<file path="config.mk">
export PLATFORM = sky130hd
export DESIGN_NAME = mod_counter
export DESIGN_NICKNAME = d
export VERILOG_FILES = /design/src/rtl/mod_counter_pkg.sv /design/src/rtl/mod_counter_tick_gen.sv /design/src/rtl/mod_counter.sv
export SDC_FILE = /design/constraint.sdc
export NUM_CORES = 1
export LEC_CHECK = 0
export ABC_AREA = 1
export CAP_MARGIN = 20
export CORE_AREA = 2 2 39 41
export CTS_CLUSTER_DIAMETER = 30
export DETAILED_ROUTE_END_ITERATION = 6
export DIE_AREA = 0 0 41 43
export HOLD_SLACK_MARGIN = 0.03
export PLACE_DENSITY = 0.64
export SKIP_CTS_REPAIR_TIMING = 1
export SYNTH_ARGS = -nofsm -noshare
export SYNTH_HDL_FRONTEND = slang
export SYNTH_SLANG_ARGS = --single-unit
</file>
<file path="constraint.sdc">
create_clock -name clk -period 3 [get_ports clk]
set_clock_uncertainty 0.1 [all_clocks]
set_input_delay 0.45 -clock clk [delete_from_list [all_inputs] [get_ports clk]]
set_output_delay 0.45 -clock clk [all_outputs]
set_load 0.05 [all_outputs]
</file>
<file path="src/rtl/mod_counter_pkg.sv">
// Shared definitions for the modulo up/down counter: direction encodings
// and the prescaler width helpers.
package mod_counter_pkg;

    localparam logic DIR_UP   = 1'b1;
    localparam logic DIR_DOWN = 1'b0;

    // Ceiling log2, usable in constant expressions.
    function automatic int clog2(input int value);
        int result;
        result = 0;
        for (int i = 0; i < 31; i++) begin
            if ((1 << i) < value) begin
                result = i + 1;
            end
        end
        return result;
    endfunction

    // Prescaler phase register width; never narrower than one bit.
    function automatic int presc_width(input int prescale);
        return (clog2(prescale) < 1) ? 1 : clog2(prescale);
    endfunction

endpackage

</file>
<file path="src/rtl/mod_counter_tick_gen.sv">
// Prescaler for mod_counter: counts enabled cycles and flags the edge on
// which a count step must happen. Phase is held while enable is low and
// restarted from zero by restart (clear or load in the parent).
module tick_gen
    import mod_counter_pkg::*;
#(
    parameter int PRESCALE = 1
)(
    input  logic clk,
    input  logic reset,
    input  logic enable,
    input  logic restart,
    output logic tick
);

    localparam int            PW   = presc_width(PRESCALE);
    localparam logic [PW-1:0] LAST = PW'(PRESCALE - 1);

    logic [PW-1:0] presc_reg;
    logic [PW-1:0] presc_next;

    // Step request: last phase of the period reached on an enabled edge.
    // Decoded from the registered phase, so it is stable across the cycle.
    assign tick = enable && !restart && (presc_reg == LAST);

    // Next phase: restart wins, otherwise advance and wrap only while enabled.
    always_comb begin
        presc_next = presc_reg;
        if (restart) begin
            presc_next = '0;
        end else if (enable) begin
            presc_next = (presc_reg == LAST) ? '0 : presc_reg + 1'b1;
        end
    end

    // Phase register, cleared asynchronously so a reset aborts mid-prescale.
    always_ff @(posedge clk or negedge reset) begin
        if (!reset) begin
            presc_reg <= '0;
        end else begin
            presc_reg <= presc_next;
        end
    end

endmodule

</file>
<file path="src/rtl/mod_counter.sv">
// Parametrised modulo up/down counter with prescaler, synchronous clear/load
// and a one-cycle terminal-count pulse.
// Build option: MOD_COUNTER_SATURATE_EN -- when defined the count saturates
// at the range ends instead of wrapping (tc still pulses on a blocked step).
module mod_counter
    import mod_counter_pkg::*;
#(
    parameter int WIDTH    = 4,
    parameter int MODULO   = 16,
    parameter int PRESCALE = 1
)(
    input  logic             clk,
    input  logic             reset,
    input  logic             enable,
    input  logic             up_dn,
    input  logic             clear,
    input  logic             load,
    input  logic [WIDTH-1:0] load_val,
    output logic [WIDTH-1:0] count,
    output logic             tc,
    output logic             step
);

    localparam logic [WIDTH-1:0] MAX_CNT = WIDTH'(MODULO - 1);

`ifdef MOD_COUNTER_SATURATE_EN
    localparam logic SATURATE = 1'b1;
`else
    localparam logic SATURATE = 1'b0;
`endif

    logic [WIDTH-1:0] count_reg;
    logic [WIDTH-1:0] count_next;
    logic             tc_reg;
    logic             tc_next;
    logic             step_reg;
    logic             step_next;
    logic             tick;
    logic             restart;

    // Clear and load both restart the prescale period.
    assign restart = clear | load;

    tick_gen #(
        .PRESCALE (PRESCALE)
    ) u_tick_gen (
        .clk     (clk),
        .reset   (reset),
        .enable  (enable),
        .restart (restart),
        .tick    (tick)
    );

    // Next count: clear > load > step; tc and step only follow a stepping edge.
    always_comb begin
        count_next = count_reg;
        tc_next    = 1'b0;
        step_next  = 1'b0;
        if (clear) begin
            count_next = '0;
        end else if (load) begin
            count_next = (load_val > MAX_CNT) ? MAX_CNT : load_val;
        end else if (tick) begin
            step_next = 1'b1;
            case (up_dn)
                DIR_UP: begin
                    if (count_reg == MAX_CNT) begin
                        tc_next    = 1'b1;
                        count_next = SATURATE ? count_reg : '0;
                    end else begin
                        count_next = count_reg + 1'b1;
                    end
                end
                DIR_DOWN: begin
                    if (count_reg == '0) begin
                        tc_next    = 1'b1;
                        count_next = SATURATE ? count_reg : MAX_CNT;
                    end else begin
                        count_next = count_reg - 1'b1;
                    end
                end
                default: begin
                    count_next = count_reg;
                end
            endcase
        end
    end

    // Output registers, cleared asynchronously by the active-low reset.
    always_ff @(posedge clk or negedge reset) begin
        if (!reset) begin
            count_reg <= '0;
            tc_reg    <= 1'b0;
            step_reg  <= 1'b0;
        end else begin
            count_reg <= count_next;
            tc_reg    <= tc_next;
            step_reg  <= step_next;
        end
    end

    assign count = count_reg;
    assign tc    = tc_reg;
    assign step  = step_reg;

endmodule

</file>
==> results of run 1 <==
[power by group through the flow]
stage               registers (W)  clock network [W]  logic (W)
floorplan                0.000114                  0  0.0000326
detailed placement      0.0000957                  0  0.0000847
global route            0.0000956          0.0000826  0.0000948
global placement        0.0000954                  0  0.0000845
finish                  0.0000948          0.0000699  0.0000841
CTS                     0.0000945          0.0000750  0.0000850
[cell usage after synthesis]
| master | count |
|---|---|
| inv_1 | 10 |
| o21ai_0 | 3 |
| ha_1 | 2 |
| or2_0 | 1 |
| nor2_1 | 2 |
| a21oi_1 | 3 |
| nor3_1 | 1 |
| nand3b_1 | 1 |
| nand2_1 | 19 |
| o21ai_1 | 1 |
| dfrtp_1 | 6 |
| nand4_1 | 2 |
| o22ai_1 | 1 |
| nand3_1 | 11 |
[cells in the final DEF, fill, tap and decap left out, types with 2 or more instances in the layout]
cell type | Yosys | layout
inv_1 | 10 | 10
clkdlybuf4s50_1 | 0 | 15
nand2_1 | 19 | 19
a21oi_1 | 3 | 3
nand3_1 | 11 | 11
clkbuf_4 | 0 | 3
nand4_1 | 2 | 2
nor2_1 | 2 | 2
dfrtp_1 | 6 | 6
o21ai_0 | 3 | 3
ha_1 | 2 | 2
[worst reg2reg max path, cell delays in order, from the launching register on]
cell	delay [ns]
dfrtp_1	0.40
inv_1	0.12
ha_1	0.20
inv_1	0.07
nor2_1	0.05
a21oi_1	0.13
nand2_1	0.07
nand2_1	0.06
nand2_1	0.05
nand2_1	0.05
nand2_1	0.04
[routing by layer]
metal  up-vias  part of all wire  global-route usage
li1        248                 -                   -
met1       187              0.49               0.176
met2        18              0.45               0.172
met3         0             0.054              0.0471
met4         0                 0              0.0200
met5         -                 0                   0
[through the flow]
stage | setup slack (ns) | cell area, µm² | util | total power [W] | instances
5_1_grt | 0.850 | 612 | 0.442 | 0.000273 | 97
3_5_place_dp | 1.15 | 589 | 0.426 | 0.000180 | 94
6_report | 0.915 | 612 | 0.442 | 0.000249 | 97
2_1_floorplan | 1.26 | 419 | - | 0.000147 | 63
4_1_cts | 0.908 | 612 | 0.442 | 0.000255 | 97
3_3_place_gp | 1.17 | 589 | 0.426 | 0.000180 | 94
[kinds of logic (layout without fill, tap and decap cells)]
| logic type | after synthesis | after routing | synth area share |
|---|---|---|---|
| compound gates | 8 | 8 | 0.0985 |
| fa+ha+maj | 2 | 2 | 0.0597 |
| buf+inv | 10 | 28 | 0.0896 |
| flops | 6 | 6 | 0.358 |
| simple gates | 37 | 37 | 0.394 |
[layout make-up]
cell class,instances,share of cell area
Sequential cell,6,0.245
Inverter,10,0.0613
Clock buffer,3,0.0368
Multi-Input combinational cell,47,0.378
Timing Repair Buffer,15,0.245
Tap cell,16,0.0327
[worst min path at each step]
stage	slack, ns	start	end
2_1_floorplan	0.05	reset	count[0]
3_3_place_gp	0.49	count[3]	count[3]
3_5_place_dp	0.49	count[3]	count[3]
4_1_cts	0.35	reset	count[0]
5_1_grt	0.37	reset	step
6_report	0.35	reset	tc
==> key figures, run 1 <==
Detailed routing
  • DRC: 0
  • WL/cell: 8.90 µm
  • Routed vias: 453
  • TritonRoute pass-1 iters: 4
  • Routed WL: 863 µm
  • Vias per cell: 4.67
  • Drt initial violations: 7
  • Number of routed nets with antenna violations: 0

Critical path
  • Critical-path cell list: clkdlybuf4s50_1
  • R2r setup slk: 1.55 ns
  • Crit path DAT: 1.53 ns
  • Worst r2r dst: count[3]
  • Setup crit start kind: register
  • Buf+Inv Stages, Crit Path: 1
  • Cell family with most CP delay: buffers and inverters
  • Worst path depth: 1
  • Crit-path slowest cell: clkdlybuf4s50_1
  • Critical path class: register to output port
  • Largest stage delay, worst path: 0.84 ns
  • CP Capture Type: output port
  • CP endpoint: count[2]
  • Worst Path Max Fanout: 8
  • Launch point of the worst reg-to-reg path: count[0]
  • Worst Setup SP: count[2]
  • Critical path data required time: 2.45 ns
  • Worst r2r path cells: 10

Timing
  • RSZ-0062 raised after global routing: false
  • F_max: 480 MHz
  • Finish-stage setup viols: 0
  • Fin crit share: 0.695
  • Final Hold Viols: 0
  • Post-route minimum period: 2.08 ns
  • Setup TNS: 0 ns
  • Fin. max-slew vios: 0
  • Worst-Margin Slew: 0.494 ns
  • Hold Slack: 0.354 ns
  • Slew headroom: 0.669

Synth
  • Synth Cell Area: 419 µm²
  • Top cell type by total area after synthesis: dfrtp_1
  • Sequential-to-total area share from yosys stat: 0.358
  • Area share of the largest cell type after synthesis: 0.358
  • Avg Cell Area, Syn: 6.65 µm²
  • Flops & latches, synth: 6
  • Netlist cell types: 14
  • Ys Warns: 0
  • Main area contributors after synthesis: dfrtp_1, nand2_1, nand3_1
  • Syn Nets: 75
  • Synth Instances: 63

Cells and area
  • Fin nets: 95
  • Layout area overhead: 46.0%
  • Fillers: 154
  • Share of cells above drive strength 1: 0.0370
  • Sequential cell area: 150 µm²
  • Multi-input logic area: 231 µm²
  • Max reg flops: 4
  • Antenna fix cells: 0

Placed design
  • Post-DP HPWL: 703 µm
  • Number of port buffers: 15
  • Gp weighted congestion: 0.743

GRT
  • Initial antenna violation count: 0
  • Vias in the first global route: 378
  • Largest net degree at the start of global routing: 9
  • All-layer global routing usage: 0.122
  • First-pass GRT wire length: 1.48 mm
  • Grt ovf: 0

Floorplanning
  • Initial Util: 0.303
  • Die Y: 43 µm
  • Rows: 14
  • Die area: 1760 µm²
  • Num ports: 16
  • Die Width: 41 µm
  • Placeable Area: 1380 µm²

Clock network
  • Clock transition at path regs: 0.04 ns
  • Clock latency on the worst-skew pair: 0.24 ns
  • Root Driver: clkbuf_4
  • Deepest clock path buffer count: 2
  • Clk sink count: 6
  • CTS buffer count: 3
  • CTS tree: done
  • Clock H-tree levels: 1

Power
  • Internal power: 0.000166 W
  • Power Density: 407 nW/µm²
  • Clock share of power: 0.281
  • Share of power burned in registers: 0.381
  • Comb power frac: 0.338
  • Worst vdd ir: 250 µV
  • Net Sw Frac: 0.334
  • LEAKAGE: 0.304 nW
  • Psw: 0.0000831 W

Run
  • Max cap viols: 0

Status
  • Status: completed

Min path
  • Worst min-delay path class: input pin to asynchronous set/reset pin
No activity file was read; power rests on OpenSTA's default activity.
==> run 2: changes to the inputs <==
PLACE_DENSITY = 0.66   (was 0.64)
clock period = 1.86 ns   (was 3 ns; I/O delays follow)
==> run 2 against run 1 <==
  * Final cell count stayed put
  * Critical path depth stayed put
  * Core utilization is 0.90 points lower
  * Count of clock-buffer cells in the layout stayed put
  * Wire length is 5.0% higher
  * Sequential power is 61% higher
  * Cell area is 2.0% lower
  * Register-to-register slack worse by 1.2 ns
  * Via count is 4.9% higher
  * Die area stayed put
  * Sequential share of layout area is 0.51 points higher
  * Critical path type unchanged
  * Critical endpoint is now tc
==> key figures, run 2 (same netlist as run 1, synthesis figures left out) <==
Power
  • Total Power: 0.000404 W
  • Worst vdd ir: 268 µV
  • LEAKAGE: 0.312 nW
  • Power Density: 674 nW/µm²

Cells and area
  • Fin nets: 95
  • Sequential cell area: 150 µm²
  • Fillers: 140
  • Commonest non-fill, non-tap cells in the layout: nand2_1, nand3_1, inv_1, clkdlybuf4s50_1, dfrtp_1
  • End-of-flow core utilization: 0.433
  • Commonest non-fill, non-tap cell in the layout: nand2_1
  • Max reg flops: 4
  • Multi-input logic area: 231 µm²
  • Fin cells: 97
  • Share of cells above drive strength 1: 0.0988
  • Antenna fix cells: 0
  • Layout area overhead: 43.0%

Detailed routing
  • Routed vias: 475
  • Vias per cell: 4.90
  • Routed WL: 906 µm
  • TritonRoute pass-1 iters: 4
  • DRC: 0
  • Number of routed nets with antenna violations: 0
  • WL/cell: 9.34 µm
  • Drt initial violations: 6

GRT
  • Vias in the first global route: 390
  • Largest net degree at the start of global routing: 9
  • Initial antenna violation count: 0
  • Grt ovf: 0
  • All-layer global routing usage: 0.120
  • First-pass GRT wire length: 1.44 mm

Critical path
  • Crit path DAT: 1.34 ns
  • Critical path data required time: 1.48 ns
  • Critical path class: register to output port
  • Largest stage delay, worst path: 0.79 ns
  • Critical-path cell list: clkdlybuf4s50_1
  • Crit-path slowest cell: clkdlybuf4s50_1
  • CP Capture Type: output port
  • Cell family with most CP delay: buffers and inverters
  • Worst Path Max Fanout: 1
  • Setup crit start kind: register
  • Buf+Inv Stages, Crit Path: 1

Floorplanning
  • Die area: 1760 µm²
  • Die Y: 43 µm
  • Placeable Area: 1380 µm²
  • Initial Util: 0.303
  • Rows: 14
  • Die Width: 41 µm
  • Num ports: 16

Timing
  • Finish-stage setup viols: 0
  • Fin. max-slew vios: 0
  • Fin crit share: 0.926
  • Worst-Margin Slew: 0.486 ns
  • Slew headroom: 0.675
  • Setup TNS: 0 ns
  • RSZ-0062 raised after global routing: false
  • Post-route minimum period: 1.72 ns
  • Final Hold Viols: 0
  • Hold Slack: 0.167 ns
  • F_max: 581 MHz

Status
  • Status: completed

Placed design
  • Gp weighted congestion: 0.792
  • Number of port buffers: 15
  • Post-DP HPWL: 727 µm
  • Dpl cells: 94

Clock network
  • Clock latency on the worst-skew pair: 0.24 ns
  • Clock H-tree levels: 1
  • CTS tree: done
  • CTS buffer count: 3
  • Clock transition at path regs: 0.04 ns
  • Clk sink count: 6
  • Root Driver: clkbuf_4
  • Deepest clock path buffer count: 2

Min path
  • Worst min-delay path class: input pin to asynchronous set/reset pin

Run
  • Max cap viols: 0
## run 2: cell type report
class,count,area share
Multi-Input combinational cell,47,0.386
Sequential cell,6,0.251
Timing Repair Buffer,15,0.230
Inverter,10,0.0626
Clock buffer,3,0.0376
Tap cell,16,0.0334
## run 2: path summary, 6_finish.rpt
check                         start        to  slack [ns]  depth (start not counted)
hold reg to reg            count[3]  count[3]        0.51                          2
setup / recovery                 tc        tc        0.14                          1
max in group asynchronous     reset  count[1]        1.29                          1
setup reg to reg           count[0]  count[2]        0.38                          8
min in group clk           count[3]  count[3]        0.51                          2
hold / removal                reset      step        0.17                          1
## run 2: layer usage
layer / vias up / wire length [µm] / track usage
met2: 20 / 441 / 0.172
met1: 212 / 410 / 0.159
li1: 243 / - / -
met5: - / 0 / 0
met3: 0 / 53 / 0.0314
met4: 0 / 0 / 0.0600
## run 2: stage by stage
stage                     worst slack, ns  area (µm²)
final                               0.138         599
after global routing                0.122         599
after CTS                           0.128         599
after detailed placement            0.227         577
after global placement              0.204         577
after floorplan                     0.124         419
## run 2: report_power, final
group | switching (W) | internal (W) | total, W
Combinational | 0.0000811 | 0.0000518 | 0.000133
Sequential | 0.0000130 | 0.000140 | 0.000153
Clock | 0.0000455 | 0.0000729 | 0.000118
Total | 0.000140 | 0.000265 | 0.000404
==> run 3: changes to the inputs <==
CTS_CLUSTER_SIZE = 40   (was default)
HOLD_SLACK_MARGIN = 0.06   (was 0.03)
==> results of run 3 <==
Final layout, timing and power as in run 2 (identical DEF).
